## src/rtl/branch_resolve_unit_pkg.sv

```systemverilog
// Shared constants and immediate decoders for the branch resolution unit.
package branch_resolve_unit_pkg;

    localparam logic [3:0] FUNC_JAL    = 4'b0111;
    localparam logic [3:0] FUNC_JALR   = 4'b0101;
    localparam logic [3:0] FUNC_BRANCH = 4'b0100;

    localparam logic [2:0] F3_BEQ  = 3'b000;
    localparam logic [2:0] F3_BNE  = 3'b001;
    localparam logic [2:0] F3_BLT  = 3'b100;
    localparam logic [2:0] F3_BGE  = 3'b101;
    localparam logic [2:0] F3_BLTU = 3'b110;
    localparam logic [2:0] F3_BGEU = 3'b111;

    // Immediates come back as signed 32-bit values; callers size-cast to XLEN.
    function automatic logic signed [31:0] imm_i(input logic [31:0] inst);
        return {{20{inst[31]}}, inst[31:20]};
    endfunction

    function automatic logic signed [31:0] imm_b(input logic [31:0] inst);
        return {{19{inst[31]}}, inst[31], inst[7], inst[30:25], inst[11:8], 1'b0};
    endfunction

    function automatic logic signed [31:0] imm_j(input logic [31:0] inst);
        return {{11{inst[31]}}, inst[31], inst[19:12], inst[20], inst[30:21], 1'b0};
    endfunction

endpackage

```

## src/rtl/branch_resolve_unit_core.sv

```systemverilog
// Combinational resolution: target, branch condition, mispredict and link value.
module branch_resolve_core
    import branch_resolve_unit_pkg::*;
#(
    parameter int XLEN = 64
) (
    input  logic [3:0]      func_i,
    input  logic [31:0]     inst_i,
    input  logic [XLEN-1:0] pc_i,
    input  logic [XLEN-1:0] rs1_i,
    input  logic [XLEN-1:0] rs2_i,
    input  logic            pred_taken_i,
    input  logic [XLEN-1:0] pred_target_i,
    output logic            taken_o,
    output logic            mispredict_o,
    output logic            wb_req_o,
    output logic [4:0]      rd_o,
    output logic [XLEN-1:0] next_pc_o,
    output logic [XLEN-1:0] link_o
);

    logic [XLEN-1:0] imm_i_x;
    logic [XLEN-1:0] imm_b_x;
    logic [XLEN-1:0] imm_j_x;
    logic [XLEN-1:0] jalr_sum;
    logic [XLEN-1:0] target;
    logic            is_jal;
    logic            is_jalr;
    logic            is_br;
    logic            cond;
    logic            unused_opcode;

    assign imm_i_x       = XLEN'(imm_i(inst_i));
    assign imm_b_x       = XLEN'(imm_b(inst_i));
    assign imm_j_x       = XLEN'(imm_j(inst_i));
    assign unused_opcode = ^inst_i[6:0];

    always_comb begin
        is_jal   = (func_i == FUNC_JAL);
        is_jalr  = (func_i == FUNC_JALR);
        is_br    = (func_i == FUNC_BRANCH);
        cond     = 1'b0;
        case (inst_i[14:12])
            F3_BEQ:  cond = (rs1_i == rs2_i);
            F3_BNE:  cond = (rs1_i != rs2_i);
            F3_BLT:  cond = ($signed(rs1_i) <  $signed(rs2_i));
            F3_BGE:  cond = ($signed(rs1_i) >= $signed(rs2_i));
            F3_BLTU: cond = (rs1_i <  rs2_i);
            F3_BGEU: cond = (rs1_i >= rs2_i);
            default: cond = 1'b0;
        endcase

        jalr_sum = rs1_i + imm_i_x;
        if (is_jalr) begin
            target = {jalr_sum[XLEN-1:1], 1'b0};
        end else if (is_jal) begin
            target = pc_i + imm_j_x;
        end else begin
            target = pc_i + imm_b_x;
        end

        taken_o   = is_jal | is_jalr | (is_br & cond);
        link_o    = pc_i + XLEN'(4);
        next_pc_o = taken_o ? target : link_o;
        // Unknown func codes never redirect, even when the frontend predicted taken.
        mispredict_o = (is_jal | is_jalr | is_br) &
                       ((taken_o != pred_taken_i) | (taken_o & (target != pred_target_i)));
        rd_o     = is_br ? 5'd0 : inst_i[11:7];
        wb_req_o = (is_jal | is_jalr) & (inst_i[11:7] != 5'd0);
    end

endmodule

```

## src/rtl/branch_resolve_unit.sv

```systemverilog
// Two-stage back-pressured branch resolution unit (S1 operands, S2 result).
// Optional performance counters: define BRANCH_RESOLVE_PERF_CNT_EN.
module branch_resolve_unit
    import branch_resolve_unit_pkg::*;
#(
    parameter int XLEN  = 64,
    parameter int SID_W = 5,
    parameter int CNT_W = 32
) (
    input  logic             clk,
    input  logic             rst_n,
    input  logic             flush_i,
    input  logic             issue_valid_i,
    output logic             issue_ready_o,
    input  logic [XLEN-1:0]  issue_pc_i,
    input  logic [31:0]      issue_inst_i,
    input  logic [SID_W-1:0] issue_sid_i,
    input  logic [3:0]       issue_func_i,
    input  logic [XLEN-1:0]  rs1_i,
    input  logic [XLEN-1:0]  rs2_i,
    input  logic             pred_taken_i,
    input  logic [XLEN-1:0]  pred_target_i,
    output logic             res_valid_o,
    input  logic             res_ready_i,
    output logic [SID_W-1:0] res_sid_o,
    output logic             wb_en_o,
    output logic [4:0]       wb_rd_o,
    output logic [XLEN-1:0]  wb_value_o,
`ifdef BRANCH_RESOLVE_PERF_CNT_EN
    output logic [CNT_W-1:0] perf_resolved_o,
    output logic [CNT_W-1:0] perf_mispredict_o,
`endif
    output logic             redirect_o,
    output logic [XLEN-1:0]  redirect_pc_o,
    output logic             actual_taken_o
);

    if (XLEN != 32 && XLEN != 64) begin : g_bad_xlen
        $error("branch_resolve_unit: XLEN must be 32 or 64");
    end
    if (CNT_W < 1) begin : g_bad_cnt_w
        $error("branch_resolve_unit: CNT_W must be positive");
    end

    logic             s1_valid_q, s1_valid_d;
    logic [XLEN-1:0]  s1_pc_q;
    logic [31:0]      s1_inst_q;
    logic [SID_W-1:0] s1_sid_q;
    logic [3:0]       s1_func_q;
    logic [XLEN-1:0]  s1_rs1_q;
    logic [XLEN-1:0]  s1_rs2_q;
    logic             s1_pred_taken_q;
    logic [XLEN-1:0]  s1_pred_target_q;

    logic             s2_valid_q, s2_valid_d;
    logic [SID_W-1:0] s2_sid_q;
    logic             s2_taken_q;
    logic             s2_mispredict_q;
    logic             s2_wb_req_q;
    logic [4:0]       s2_rd_q;
    logic [XLEN-1:0]  s2_next_pc_q;
    logic [XLEN-1:0]  s2_link_q;

    logic             core_taken;
    logic             core_mispredict;
    logic             core_wb_req;
    logic [4:0]       core_rd;
    logic [XLEN-1:0]  core_next_pc;
    logic [XLEN-1:0]  core_link;

    logic             s1_adv;
    logic             issue_fire;

    assign s1_adv        = s1_valid_q & (~s2_valid_q | res_ready_i);
    assign issue_ready_o = ~s1_valid_q | s1_adv;
    assign issue_fire    = issue_valid_i & issue_ready_o;

    branch_resolve_core #(
        .XLEN (XLEN)
    ) u_core (
        .func_i        (s1_func_q),
        .inst_i        (s1_inst_q),
        .pc_i          (s1_pc_q),
        .rs1_i         (s1_rs1_q),
        .rs2_i         (s1_rs2_q),
        .pred_taken_i  (s1_pred_taken_q),
        .pred_target_i (s1_pred_target_q),
        .taken_o       (core_taken),
        .mispredict_o  (core_mispredict),
        .wb_req_o      (core_wb_req),
        .rd_o          (core_rd),
        .next_pc_o     (core_next_pc),
        .link_o        (core_link)
    );

    // Flush wins over accept and drain; a handshake in the flush cycle is dropped.
    always_comb begin
        s1_valid_d = s1_valid_q;
        s2_valid_d = s2_valid_q;
        if (flush_i) begin
            s1_valid_d = 1'b0;
            s2_valid_d = 1'b0;
        end else begin
            if (issue_fire) begin
                s1_valid_d = 1'b1;
            end else if (s1_adv) begin
                s1_valid_d = 1'b0;
            end
            if (s1_adv) begin
                s2_valid_d = 1'b1;
            end else if (res_ready_i) begin
                s2_valid_d = 1'b0;
            end
        end
    end

    always_ff @(posedge clk or negedge rst_n) begin
        if (!rst_n) begin
            s1_valid_q       <= 1'b0;
            s1_pc_q          <= '0;
            s1_inst_q        <= '0;
            s1_sid_q         <= '0;
            s1_func_q        <= '0;
            s1_rs1_q         <= '0;
            s1_rs2_q         <= '0;
            s1_pred_taken_q  <= 1'b0;
            s1_pred_target_q <= '0;
        end else begin
            s1_valid_q <= s1_valid_d;
            if (issue_fire) begin
                s1_pc_q          <= issue_pc_i;
                s1_inst_q        <= issue_inst_i;
                s1_sid_q         <= issue_sid_i;
                s1_func_q        <= issue_func_i;
                s1_rs1_q         <= rs1_i;
                s1_rs2_q         <= rs2_i;
                s1_pred_taken_q  <= pred_taken_i;
                s1_pred_target_q <= pred_target_i;
            end
        end
    end

    always_ff @(posedge clk or negedge rst_n) begin
        if (!rst_n) begin
            s2_valid_q      <= 1'b0;
            s2_sid_q        <= '0;
            s2_taken_q      <= 1'b0;
            s2_mispredict_q <= 1'b0;
            s2_wb_req_q     <= 1'b0;
            s2_rd_q         <= '0;
            s2_next_pc_q    <= '0;
            s2_link_q       <= '0;
        end else begin
            s2_valid_q <= s2_valid_d;
            if (s1_adv) begin
                s2_sid_q        <= s1_sid_q;
                s2_taken_q      <= core_taken;
                s2_mispredict_q <= core_mispredict;
                s2_wb_req_q     <= core_wb_req;
                s2_rd_q         <= core_rd;
                s2_next_pc_q    <= core_next_pc;
                s2_link_q       <= core_link;
            end
        end
    end

    assign res_valid_o    = s2_valid_q;
    assign res_sid_o      = s2_sid_q;
    assign wb_en_o        = s2_valid_q & s2_wb_req_q;
    assign wb_rd_o        = s2_rd_q;
    assign wb_value_o     = s2_link_q;
    assign redirect_o     = s2_valid_q & s2_mispredict_q;
    assign redirect_pc_o  = s2_next_pc_q;
    assign actual_taken_o = s2_taken_q;

`ifdef BRANCH_RESOLVE_PERF_CNT_EN
    logic [CNT_W-1:0] perf_resolved_q;
    logic [CNT_W-1:0] perf_mispredict_q;

    // Counters track consumed results only and deliberately ignore flush.
    always_ff @(posedge clk or negedge rst_n) begin
        if (!rst_n) begin
            perf_resolved_q   <= '0;
            perf_mispredict_q <= '0;
        end else if (s2_valid_q & res_ready_i) begin
            perf_resolved_q <= perf_resolved_q + CNT_W'(1);
            if (s2_mispredict_q) begin
                perf_mispredict_q <= perf_mispredict_q + CNT_W'(1);
            end
        end
    end

    assign perf_resolved_o   = perf_resolved_q;
    assign perf_mispredict_o = perf_mispredict_q;
`endif

endmodule

```

## config.mk

```make
export PLATFORM = sky130hd
export DESIGN_NAME = branch_resolve_unit
export DESIGN_NICKNAME = d
export VERILOG_FILES = /design/src/rtl/branch_resolve_unit_pkg.sv /design/src/rtl/branch_resolve_unit_core.sv /design/src/rtl/branch_resolve_unit.sv
export SDC_FILE = /design/constraint.sdc
export NUM_CORES = 1
export LEC_CHECK = 0
export ABC_AREA = 1
export CAP_MARGIN = 0
export CORE_MARGIN = 3
export CORE_UTILIZATION = 51
export CTS_BUF_LIST = sky130_fd_sc_hd__clkbuf_4 sky130_fd_sc_hd__clkbuf_8 sky130_fd_sc_hd__clkbuf_16
export DETAILED_ROUTE_END_ITERATION = 10
export HOLD_SLACK_MARGIN = 0.15
export PLACE_DENSITY = 0.79
export SLEW_MARGIN = 0
export SYNTH_ARGS = -nofsm -noshare
export SYNTH_HDL_FRONTEND = slang
export SYNTH_SLANG_ARGS = --single-unit
```

## constraint.sdc

```tcl
create_clock -name clk -period 4.9 [get_ports clk]
set_clock_uncertainty 0.05 [all_clocks]
set_input_delay 0.98 -clock clk [delete_from_list [all_inputs] [get_ports clk]]
set_output_delay 0.98 -clock clk [all_outputs]
set_load 0.01 [all_outputs]
```

---- Word level (Yosys, flattened, before mapping) ----
Cells that the tools add are included.
W data, S select, Z words.
storage, ports and cells
  latch bits .............................. 0
  bits in writable memories ............... 0
  output and inout bits ................... 143
  memories ................................ 0
  ROM bits ................................ 0
  input bits .............................. 303
  register bits ........................... 441
  logic and storage cells ................. 68
operators by class
  order comparisons ....................... 4
  reduce and logical (&&, ||, !) cells .... 4
  bitwise logic cells ..................... 16
  multipliers ............................. 0
  shift-type cells ........................ 0
  mux-type cells .......................... 11
  div/mod/pow operators ................... 0
  eq/ne operators ......................... 12
  add/sub/neg operators ................... 4
operator list
  kind                     number
  $add A64 B64 Y64         3
  $mux W64                 3
  $ge A64 B64 Y1           2
  $lt A64 B64 Y1           2
  $ne A64 B64 Y1           2
  $add A64 B3 Y64 const B  1
  $eq A64 B64 Y1           1
  $eq A3 B3 Y1 const B     4
  $eq A4 B3 Y1 const B     3
  $and A1 B1 Y1            8
  $mux W1                  6
  $or A1 B1 Y1             6
  $pmux W1 S6              1
  $reduce_bool A3 Y1       2
  $mux W5                  1
  $reduce_bool A5 Y1       1
  $eq A3 B1 Y1 const B     1
  $logic_not A3 Y1         1
  $not A1 Y1               2
  $ne A1 B1 Y1             1

---- Depth between registers and ports, before layout ----
Gate-level depths: netlist of run 1.
  word-level depth ........................ 7
  gate-level depth with buffers ........... 33
  gate-level depth less buffers ........... 33

---- Cells and area by module ----
From an unflattened synthesis of run 1, not the netlist that was laid out.
second synthesis, totals
  cells, all modules ...................... 5,756
  area, all modules ....................... 35,355.2 µm²
by module, submodules not included
  module               area each (µm²)  cells an instance  seq. area each (µm²)  instances
  branch_resolve_core  18,068.6         3,840              0.0                   1
  branch_resolve_unit  17,286.6         1,916              11,035.6              1

---- Least setup slack after synthesis of run 1 ----
OpenSTA, ideal clock, no wires.
  kind .................................... register -> register
  start ................................... register s1_inst_q[31]
  end ..................................... register s2_mispredict_q
  setup time .............................. 116 ps
  path slack .............................. 168 ps
  stages on the path, launching flop included .. 25
  clock period less this slack ............ 4,732 ps
  data arrival time ....................... 4,566 ps
  buffers on the path ..................... 1
  required time ........................... 4,734 ps
  cells stage by stage .................... dfrtp_1 > or2_2 > clkbuf_1 > o21ai_0 > inv_1 > ha_1 > nand2_1 > inv_1 > nand2_1 > nand2_1 > a21oi_1 > nand3_1 > or2_2 > nand3_1 > nand2_1 > nand2_1 > nand2_1 > a21oi_1 > nand2_1 > nor2_1 > nand3_1 > nor2_1 > nand2_1 > nand2_1 > nand2_1
on the way
  cells in the longest elaborated chain, start to end .. 7
  elaborated cells on any way between the ends .. 9
  classes of those cells .................. add/sub: 3; eq/ne: 1; mux: 2; bitwise: 3
RTL lines
  item                                 RTL line                                                        RTL
  from (decl)                          branch_resolve_unit.sv:47                                       logic [31:0] s1_inst_q;
  from (signal assigned)               branch_resolve_unit.sv:132                                      s1_inst_q <= issue_inst_i;
  $add A64 B64 Y64 (on tied branches)  branch_resolve_unit_core.sv:59, branch_resolve_unit_core.sv:57
  $mux W64                             branch_resolve_unit_core.sv:56                                  end else if (is_jal) begin
  $mux W64 (*)                         branch_resolve_unit_core.sv:54                                  if (is_jalr) begin
  $ne A64 B64 Y1 (*)                   branch_resolve_unit_core.sv:67                                  ((taken_o != pred_taken_i) | (taken_o & (target != pred_target_i)));
  $and A1 B1 Y1 (*)                    branch_resolve_unit_core.sv:67
  $or A1 B1 Y1 (*)                     branch_resolve_unit_core.sv:67
  $and A1 B1 Y1 (*)                    branch_resolve_unit_core.sv:66                                  mispredict_o = (is_jal | is_jalr | is_br) &
  to (signal assigned)                 branch_resolve_unit.sv:158                                      s2_mispredict_q <= core_mispredict;
  to (decl)                            branch_resolve_unit.sv:58                                       logic s2_mispredict_q;
Mark *: on every way between the ends. The rest lies on a longest branch, timed or not.
A chain may end at the register's enable or synchronous reset.

---- Final worst setup path of run 1 ----
  start ................................... register s1_func_q[2]
  end ..................................... register s2_mispredict_q
on the way
  cells in the longest elaborated chain, start to end .. 7
  elaborated cells on any way between the ends .. 14
  classes of those cells .................. eq/ne: 5; mux: 2; bitwise: 7
RTL lines
  item                    RTL line                        RTL
  from (decl)             branch_resolve_unit.sv:49       logic [3:0] s1_func_q;
  from (signal assigned)  branch_resolve_unit.sv:134      s1_func_q <= issue_func_i;
  $eq A4 B3 Y1            branch_resolve_unit_core.sv:39  is_jal = (func_i == FUNC_JAL);
  $mux W64                branch_resolve_unit_core.sv:56
  $mux W64                branch_resolve_unit_core.sv:54
  $ne A64 B64 Y1          branch_resolve_unit_core.sv:67
  $and A1 B1 Y1           branch_resolve_unit_core.sv:67
  $or A1 B1 Y1            branch_resolve_unit_core.sv:67
  $and A1 B1 Y1 (*)       branch_resolve_unit_core.sv:66
Marks and branches as above.

==> results of run 1 <==
==> power by group through the flow <==
| stage | sequential, W | combinational [W] | clock [W] |
|---|---|---|---|
| after detailed placement | 0.00450 | 0.00580 | 0 |
| after global placement | 0.00448 | 0.00570 | 0 |
| after global routing | 0.00451 | 0.00657 | 0.00382 |
| after floorplan | 0.00453 | 0.00347 | 0 |
| after CTS | 0.00444 | 0.00584 | 0.00367 |
| final | 0.00445 | 0.00593 | 0.00361 |
==> cell usage after synthesis, types with 10 or more instances <==
cell type	number
nor2_1	501
buf_1	21
nor3_1	49
nand4_1	50
dfrtp_1	434
o211ai_2	10
buf_2	10
or2_2	11
nand3_1	391
clkbuf_1	65
a21oi_1	349
mux2_2	113
inv_1	799
xor2_1	53
o21ai_0	108
nand2_1	1643
nand3b_1	21
nor4_1	20
o21bai_1	23
o211ai_1	36
ha_1	189
==> through the flow <==
stage / area (sq um) / std cells
finish: 39900 / 6299
global route: 39900 / 6299
CTS: 39800 / 6292
floorplan: 32800 / 4987
global placement: 38300 / 6208
detailed placement: 38300 / 6208
==> flip-flops by register name (all words and copies together), names as in the netlist, 4 cells and up <==
signal	flops
redirect_pc_o	64
s1_pc_q	64
s1_pred_target_q	64
s1_rs1_q	64
s1_rs2_q	64
wb_value_o	64
s1_inst_q	25
res_sid_o	5
s1_sid_q	5
wb_rd_o	5
s1_func_q	4
==> cells in the final DEF, fill, tap and decap left out, drive strengths merged, types with 3 or more instances in the layout <==
cell type / n
mux2: 113
buf: 40
diode: 7
o21a: 6
nor4: 20
clkinvlp: 3
o211ai: 46
nand4: 50
clkinv: 8
clkbuf: 70
nand2: 1647
xnor2: 9
nand3b: 21
a21o: 5
ha: 189
inv: 811
nor3: 57
o21ai: 116
clkdlybuf4s50: 437
o31ai: 4
and2: 4
nor2: 510
o21bai: 23
or2: 11
a22o: 3
nand3: 394
xor2: 53
a21oi: 349
dfrtp: 434
==> worst max-delay path: cells and delay by family, from the launching register on <==
kind                     cells  cell delay [ps]
buffers and inverters        4              370
flip-flops                   1              360
AND/OR/NAND/NOR             20             2780
adder cells (fa/ha/maj)      1              370
AO/OA/AOI/OAI                3              490
==> metal layers <==
layer,part of all wire (%),routed length (um),vias to the layer above,global-route usage [%]
met2,44,51600,1292,53.8
met1,43,50600,15605,46.4
li1,-,-,16638,-
met4,4.6,5350,0,14.4
met3,7.7,9040,230,4.86
met5,0,0,-,0
==> worst min path at each step <==
stage	start	to	slack, ps	depth (start not counted)
2_1_floorplan	s1_sid_q[0]	res_sid_o[0]	390	2
3_3_place_gp	s1_sid_q[3]	res_sid_o[3]	390	2
3_5_place_dp	s1_sid_q[3]	res_sid_o[3]	400	2
4_1_cts	rst_n	s1_rs2_q[1]	260	1
5_1_grt	rst_n	s1_rs2_q[5]	300	1
6_report	rst_n	s1_rs2_q[1]	260	1
==> kinds of logic after synthesis <==
| logic type | share of synthesized area [%] |
|---|---|
| flip-flops | 33.1 |
| buffers and inverters | 10.5 |
| XOR/XNOR | 1.66 |
| multiplexers | 3.88 |
| AO/OA/AOI/OAI | 9.39 |
| adder cells (fa/ha/maj) | 7.33 |
| AND/OR/NAND/NOR | 34.1 |
==> area by class of cell <==
class,instances,area [sq um]
clock inverter,14,149
multi-input combinational,3642,18500
sequential,434,10900
clock buffer,70,1430
timing repair buffer,477,4790
inverter,809,3040
fill,5944,23400
antenna,7,17.5
tap,846,1060
==> repair_timing <==
action                                  4_1_cts  5_1_grt
buffers inserted                              0        0
hold buffers                                  0        0
gates resized for setup                       0        3
endpoints found under the setup margin        0        1
==> impl_metrics.env, run 1 <==
export IMPL_synth_area_sq_um=32800
export IMPL_synthArstFlopShare_pct=100
export IMPL_cts_root_buffer="clkbuf_16"
export IMPL_drt_first_iter_violations=3008
export IMPL_cap_violations=0
export IMPL_cp_arrival_ps=4960
export IMPL_slew_violations=0
export IMPL_die_x_um=260
export IMPL_grt_max_degree=170
export IMPL_setup_violations=0
export IMPL_drcViolationCount=0
export IMPL_holdWs_ps=261
export IMPL_clockBufferDepth=3
export IMPL_hp_class="input port to async pin"
export IMPL_setup_slack_ps=366
export IMPL_clock_sinks=434
export IMPL_vdd_drop_max_mv=0.256
export IMPL_cts_tree="built"
export IMPL_io_pins=446
export IMPL_status="finished, final reports clean"
export IMPL_yosysUniqueCellTypes=48
export IMPL_io_buffers=438
export IMPL_routedWlPerCell_um=18.5
export IMPL_synth_top_area_share_pct=33.1
export IMPL_h_tree_depth=2
export IMPL_finalCritPeriodShare_pct=92.5
export IMPL_worstSetupEndpointType="flop"
export IMPL_grt_pass1_wl_um=176000
export IMPL_gr_total_overflow=0
export IMPL_cp_slowest_stage_delay_ps=370
export IMPL_p_int_w=0.00839
export IMPL_setup_tns_ps=0
export IMPL_drive_gt1_share_pct=5.44
export IMPL_synth_cells=4987
export IMPL_final_util_pct=63.0
export IMPL_synth_edff_count=0
export IMPL_max_freq_ghz=0.221
export IMPL_switching_power_w=0.00560
export IMPL_period_minus_slack_ps=4530
export IMPL_grt_pass1_vias=31919
export IMPL_rr_worst_depth=28
export IMPL_hpwlAfterDp_um=96000
export IMPL_routed_wl_um=117000
export IMPL_ff2ff_setup_slack_ps=370
export IMPL_timing_critical_path_to="s2_mispredict_q"
export IMPL_antenna_found_initial=8
export IMPL_seq_power_share_pct=31.8
export IMPL_synth_area_leaders="dfrtp_1 33%, nand2_1 19%, inv_1 9.1%"
export IMPL_p_sw_share_pct=40.0
export IMPL_syn_to_final_growth_pct=21.5
export IMPL_p_per_area_nw_per_um2=351
export IMPL_critPathMaxFanout=9
export IMPL_fin_nets=5905
export IMPL_pwr_share_clk_pct=25.8
export IMPL_row_count=92
export IMPL_synth_fp_nets=5481
export IMPL_initial_core_util_pct=51.8
export IMPL_power_w=0.0140
export IMPL_ant_nets=0
export IMPL_numCtsBuffers=47
export IMPL_post_place_ws_ps=188
export IMPL_clock_latency_ps=610
export IMPL_ys_warn_count=0
export IMPL_clk_pin_slew_ps=60
export IMPL_cp_common_cell="nand2_1"
export IMPL_vias_per_cell=5.36
export IMPL_worstMarginPinSlew_ps=932
export IMPL_firstDrtPassIters=8
export IMPL_hold_viol_final=0
export IMPL_required_ps=5330
export IMPL_coreArea_sq_um=63300
export IMPL_power_frac_comb_pct=42.4
export IMPL_reg2reg_to="s2_mispredict_q"
export IMPL_chipHeight_um=260
export IMPL_rsz0062_at_grt="false"
export IMPL_cp_start_kind="flop"
export IMPL_startpoint="s1_func_q[2]"
export IMPL_synth_seq_area_share_pct=33.1
export IMPL_leakage_nw=21.0
export IMPL_rr_startpoint="s1_func_q[2]"
export IMPL_synth_ff_type="dfrtp_1"
export IMPL_yosys_register_bits=434
export IMPL_avgSynthCellArea_sq_um=6.58
export IMPL_maxSlewHeadroom_pct=37.3
export IMPL_gr_usage_all_layers_pct=33.9
export IMPL_gp_congestion=0.973
export IMPL_crit_type="flop to flop"
export IMPL_crit_slowest_cell="ha_1"
export IMPL_yosys_area_top_type="dfrtp_1"
export IMPL_vias=33765
export IMPL_dieArea_sq_um=67400
Note: power is estimated with default switching activity, not from simulation.
==> inputs of run 2 (changes only) <==
CORE_UTILIZATION = 65   (was 51)
DONT_BUFFER_PORTS = 1   (was default)
PLACE_DENSITY = 0.82   (was 0.79)
clock period = 4.2 ns   (was 4.9 ns; I/O delays follow)
==> run 2 against run 1 <==
Sequential power grew 22%. Register-to-register slack got worse by 220 ps. Via count up 0.75%. Design area decreased by 9.7%. The run now ends with negative hold slack left. Final cell count down 8.9%. Worst setup slack lost 220 ps. Critical path depth rose by 1. Worst hold slack worse by 370 ps. Wire length increased by 0.27%. Clock power grew 11%. Combinational power increased by 5.4%.
==> impl_metrics.env, run 2 (same netlist as run 1, synthesis figures left out) <==
export IMPL_reg2reg_to="s2_mispredict_q"
export IMPL_switching_power_w=0.00650
export IMPL_grt_pass1_vias=32328
export IMPL_final_util_pct=72.9
export IMPL_slew_violations=0
export IMPL_vdd_drop_max_mv=0.490
export IMPL_cp_start_kind="flop"
export IMPL_layout_common_cells="1618 x nand2_1, 798 x inv_1, 481 x nor2_1"
export IMPL_setup_tns_ps=0
export IMPL_violations="negative hold slack"
export IMPL_grt_max_degree=435
export IMPL_status="complete, but fails checks"
export IMPL_p_int_w=0.00922
export IMPL_vias=34017
export IMPL_cp_common_cell="nand2_1"
export IMPL_post_place_ws_ps=-151
export IMPL_p_sw_share_pct=41.4
export IMPL_gr_usage_all_layers_pct=42.4
export IMPL_worstMarginPinSlew_ps=825
export IMPL_ant_nets=0
export IMPL_setup_violations=0
export IMPL_clock_sinks=434
export IMPL_required_ps=4640
export IMPL_row_count=81
export IMPL_grt_pass1_wl_um=175000
export IMPL_io_buffers=0
export IMPL_routed_wl_um=117000
export IMPL_critPathMaxFanout=6
export IMPL_leakage_nw=19.6
export IMPL_numPlacedInstances=5648
export IMPL_seq_power_share_pct=34.6
export IMPL_antenna_found_initial=15
export IMPL_routedWlPerCell_um=20.4
export IMPL_pwr_share_clk_pct=25.6
export IMPL_ff2ff_setup_slack_ps=150
export IMPL_maxSlewHeadroom_pct=44.5
export IMPL_drive_gt1_share_pct=8.35
export IMPL_holdWs_ps=-109
export IMPL_fin_nets=5527
export IMPL_syn_to_final_growth_pct=9.71
export IMPL_dieArea_sq_um=53200
export IMPL_cap_violations=0
export IMPL_gr_total_overflow=0
export IMPL_chipHeight_um=231
export IMPL_period_minus_slack_ps=4050
export IMPL_vias_per_cell=5.93
export IMPL_drt_first_iter_violations=4210
export IMPL_io_pins=446
export IMPL_clk_pin_slew_ps=60
export IMPL_cp_slowest_stage_delay_ps=330
export IMPL_cts_root_buffer="clkbuf_16"
export IMPL_p_per_area_nw_per_um2=437
export IMPL_power_frac_comb_pct=39.8
export IMPL_initial_core_util_pct=66.5
export IMPL_clockBufferDepth=3
export IMPL_firstDrtPassIters=6
export IMPL_die_x_um=231
export IMPL_crit_type="flop to flop"
export IMPL_clock_latency_ps=600
export IMPL_cp_arrival_ps=4490
export IMPL_drcViolationCount=0
export IMPL_coreArea_sq_um=49400
export IMPL_crit_slowest_cell="dfrtp_1"
export IMPL_fillerInstances=3966
export IMPL_layoutNonFillerInstCount=5740
export IMPL_setup_slack_ps=150
export IMPL_gp_congestion=0.992
export IMPL_h_tree_depth=2
export IMPL_finalCritPeriodShare_pct=96.4
export IMPL_rr_worst_depth=29
export IMPL_rr_startpoint="s1_func_q[2]"
export IMPL_cts_tree="built"
export IMPL_hpwlAfterDp_um=90500
export IMPL_max_freq_ghz=0.247
export IMPL_hold_viol_final=209
export IMPL_mostFrequentLayoutCell="nand2_1"
export IMPL_numCtsBuffers=45
export IMPL_hp_class="input port to async pin"
export IMPL_worstSetupEndpointType="flop"
-- run 2: cell types whose count changed in the layout (fill, tap and decap cells not counted), moves of 8 or more --
cell / delta
ha_4: +8
ha_1: -8
nand3_2: +14
nor2_2: +13
nand2_2: +21
buf_4: +57
nor2_1: -19
nand3_1: -14
clkdlybuf4s50_1: -437
nand2_1: -22
-- run 2: layout make-up --
cell class | count | area (sq um) | share of cell area, %
Antenna cell | 13 | 32.5 | 0.0904
Clock buffer | 68 | 1380 | 3.83
Clock inverter | 9 | 80.1 | 0.222
Inverter | 809 | 3040 | 8.44
Multi-Input combinational cell | 3642 | 18900 | 52.4
Sequential cell | 434 | 10900 | 30.2
Tap cell | 664 | 831 | 2.31
Timing Repair Buffer | 101 | 916 | 2.54
-- run 2: worst max-delay path, delay by kind of cell (launching register included) --
kind                     cells  cell delay, ps
AO/OA/AOI/OAI                1              90
adder cells (fa/ha/maj)      1             330
buffers and inverters        3             390
flip-flops                   1             330
AND/OR/NAND/NOR             24            2740
-- run 2: per-layer routing --
layer / track usage [%] / vias up / share of wire [%]
met5: 0 / - / 0.034
met4: 21.7 / 6 / 5.9
met3: 8.87 / 391 / 11
met2: 67.4 / 1957 / 45
met1: 55.1 / 15789 / 38
li1: - / 15874 / -
-- run 2: what timing repair did --
item                                    4_1_cts  5_1_grt
cloned                                        0        1
resized for setup                             8       87
endpoints found under the hold margin       434      434
endpoints found under the setup margin        1        1
pin swaps                                     0       12
buffers inserted                              0        1
-- run 2: through the flow --
step	area [sq um]	hold WS, ps	total power (W)
floorplan	32800	386	0.00933
global placement	34100	398	0.0111
detailed placement	34100	426	0.0113
CTS	35600	-115	0.0154
global route	36000	-118	0.0165
finish	36000	-109	0.0157
-- run 2: power by group through the flow --
| stage | sequential, W | clock, W | combinational (W) |
|---|---|---|---|
| after floorplan | 0.00528 | 0 | 0.00405 |
| after global placement | 0.00543 | 0 | 0.00567 |
| after detailed placement | 0.00546 | 0 | 0.00584 |
| after CTS | 0.00541 | 0.00401 | 0.00594 |
| after global routing | 0.00547 | 0.00417 | 0.00690 |
| final | 0.00544 | 0.00402 | 0.00625 |
-- run 2: worst max path at each step --
stage | slack [ps] | endpoint | startpoint
after floorplan | 310 | s2_mispredict_q | s1_inst_q[31]
after global placement | -70 | s2_mispredict_q | s1_func_q[3]
after detailed placement | -150 | s2_mispredict_q | s1_func_q[3]
after CTS | 0.4 | s2_mispredict_q | s1_func_q[3]
after global routing | -80 | s2_mispredict_q | s1_func_q[3]
final | 150 | s2_mispredict_q | s1_func_q[2]
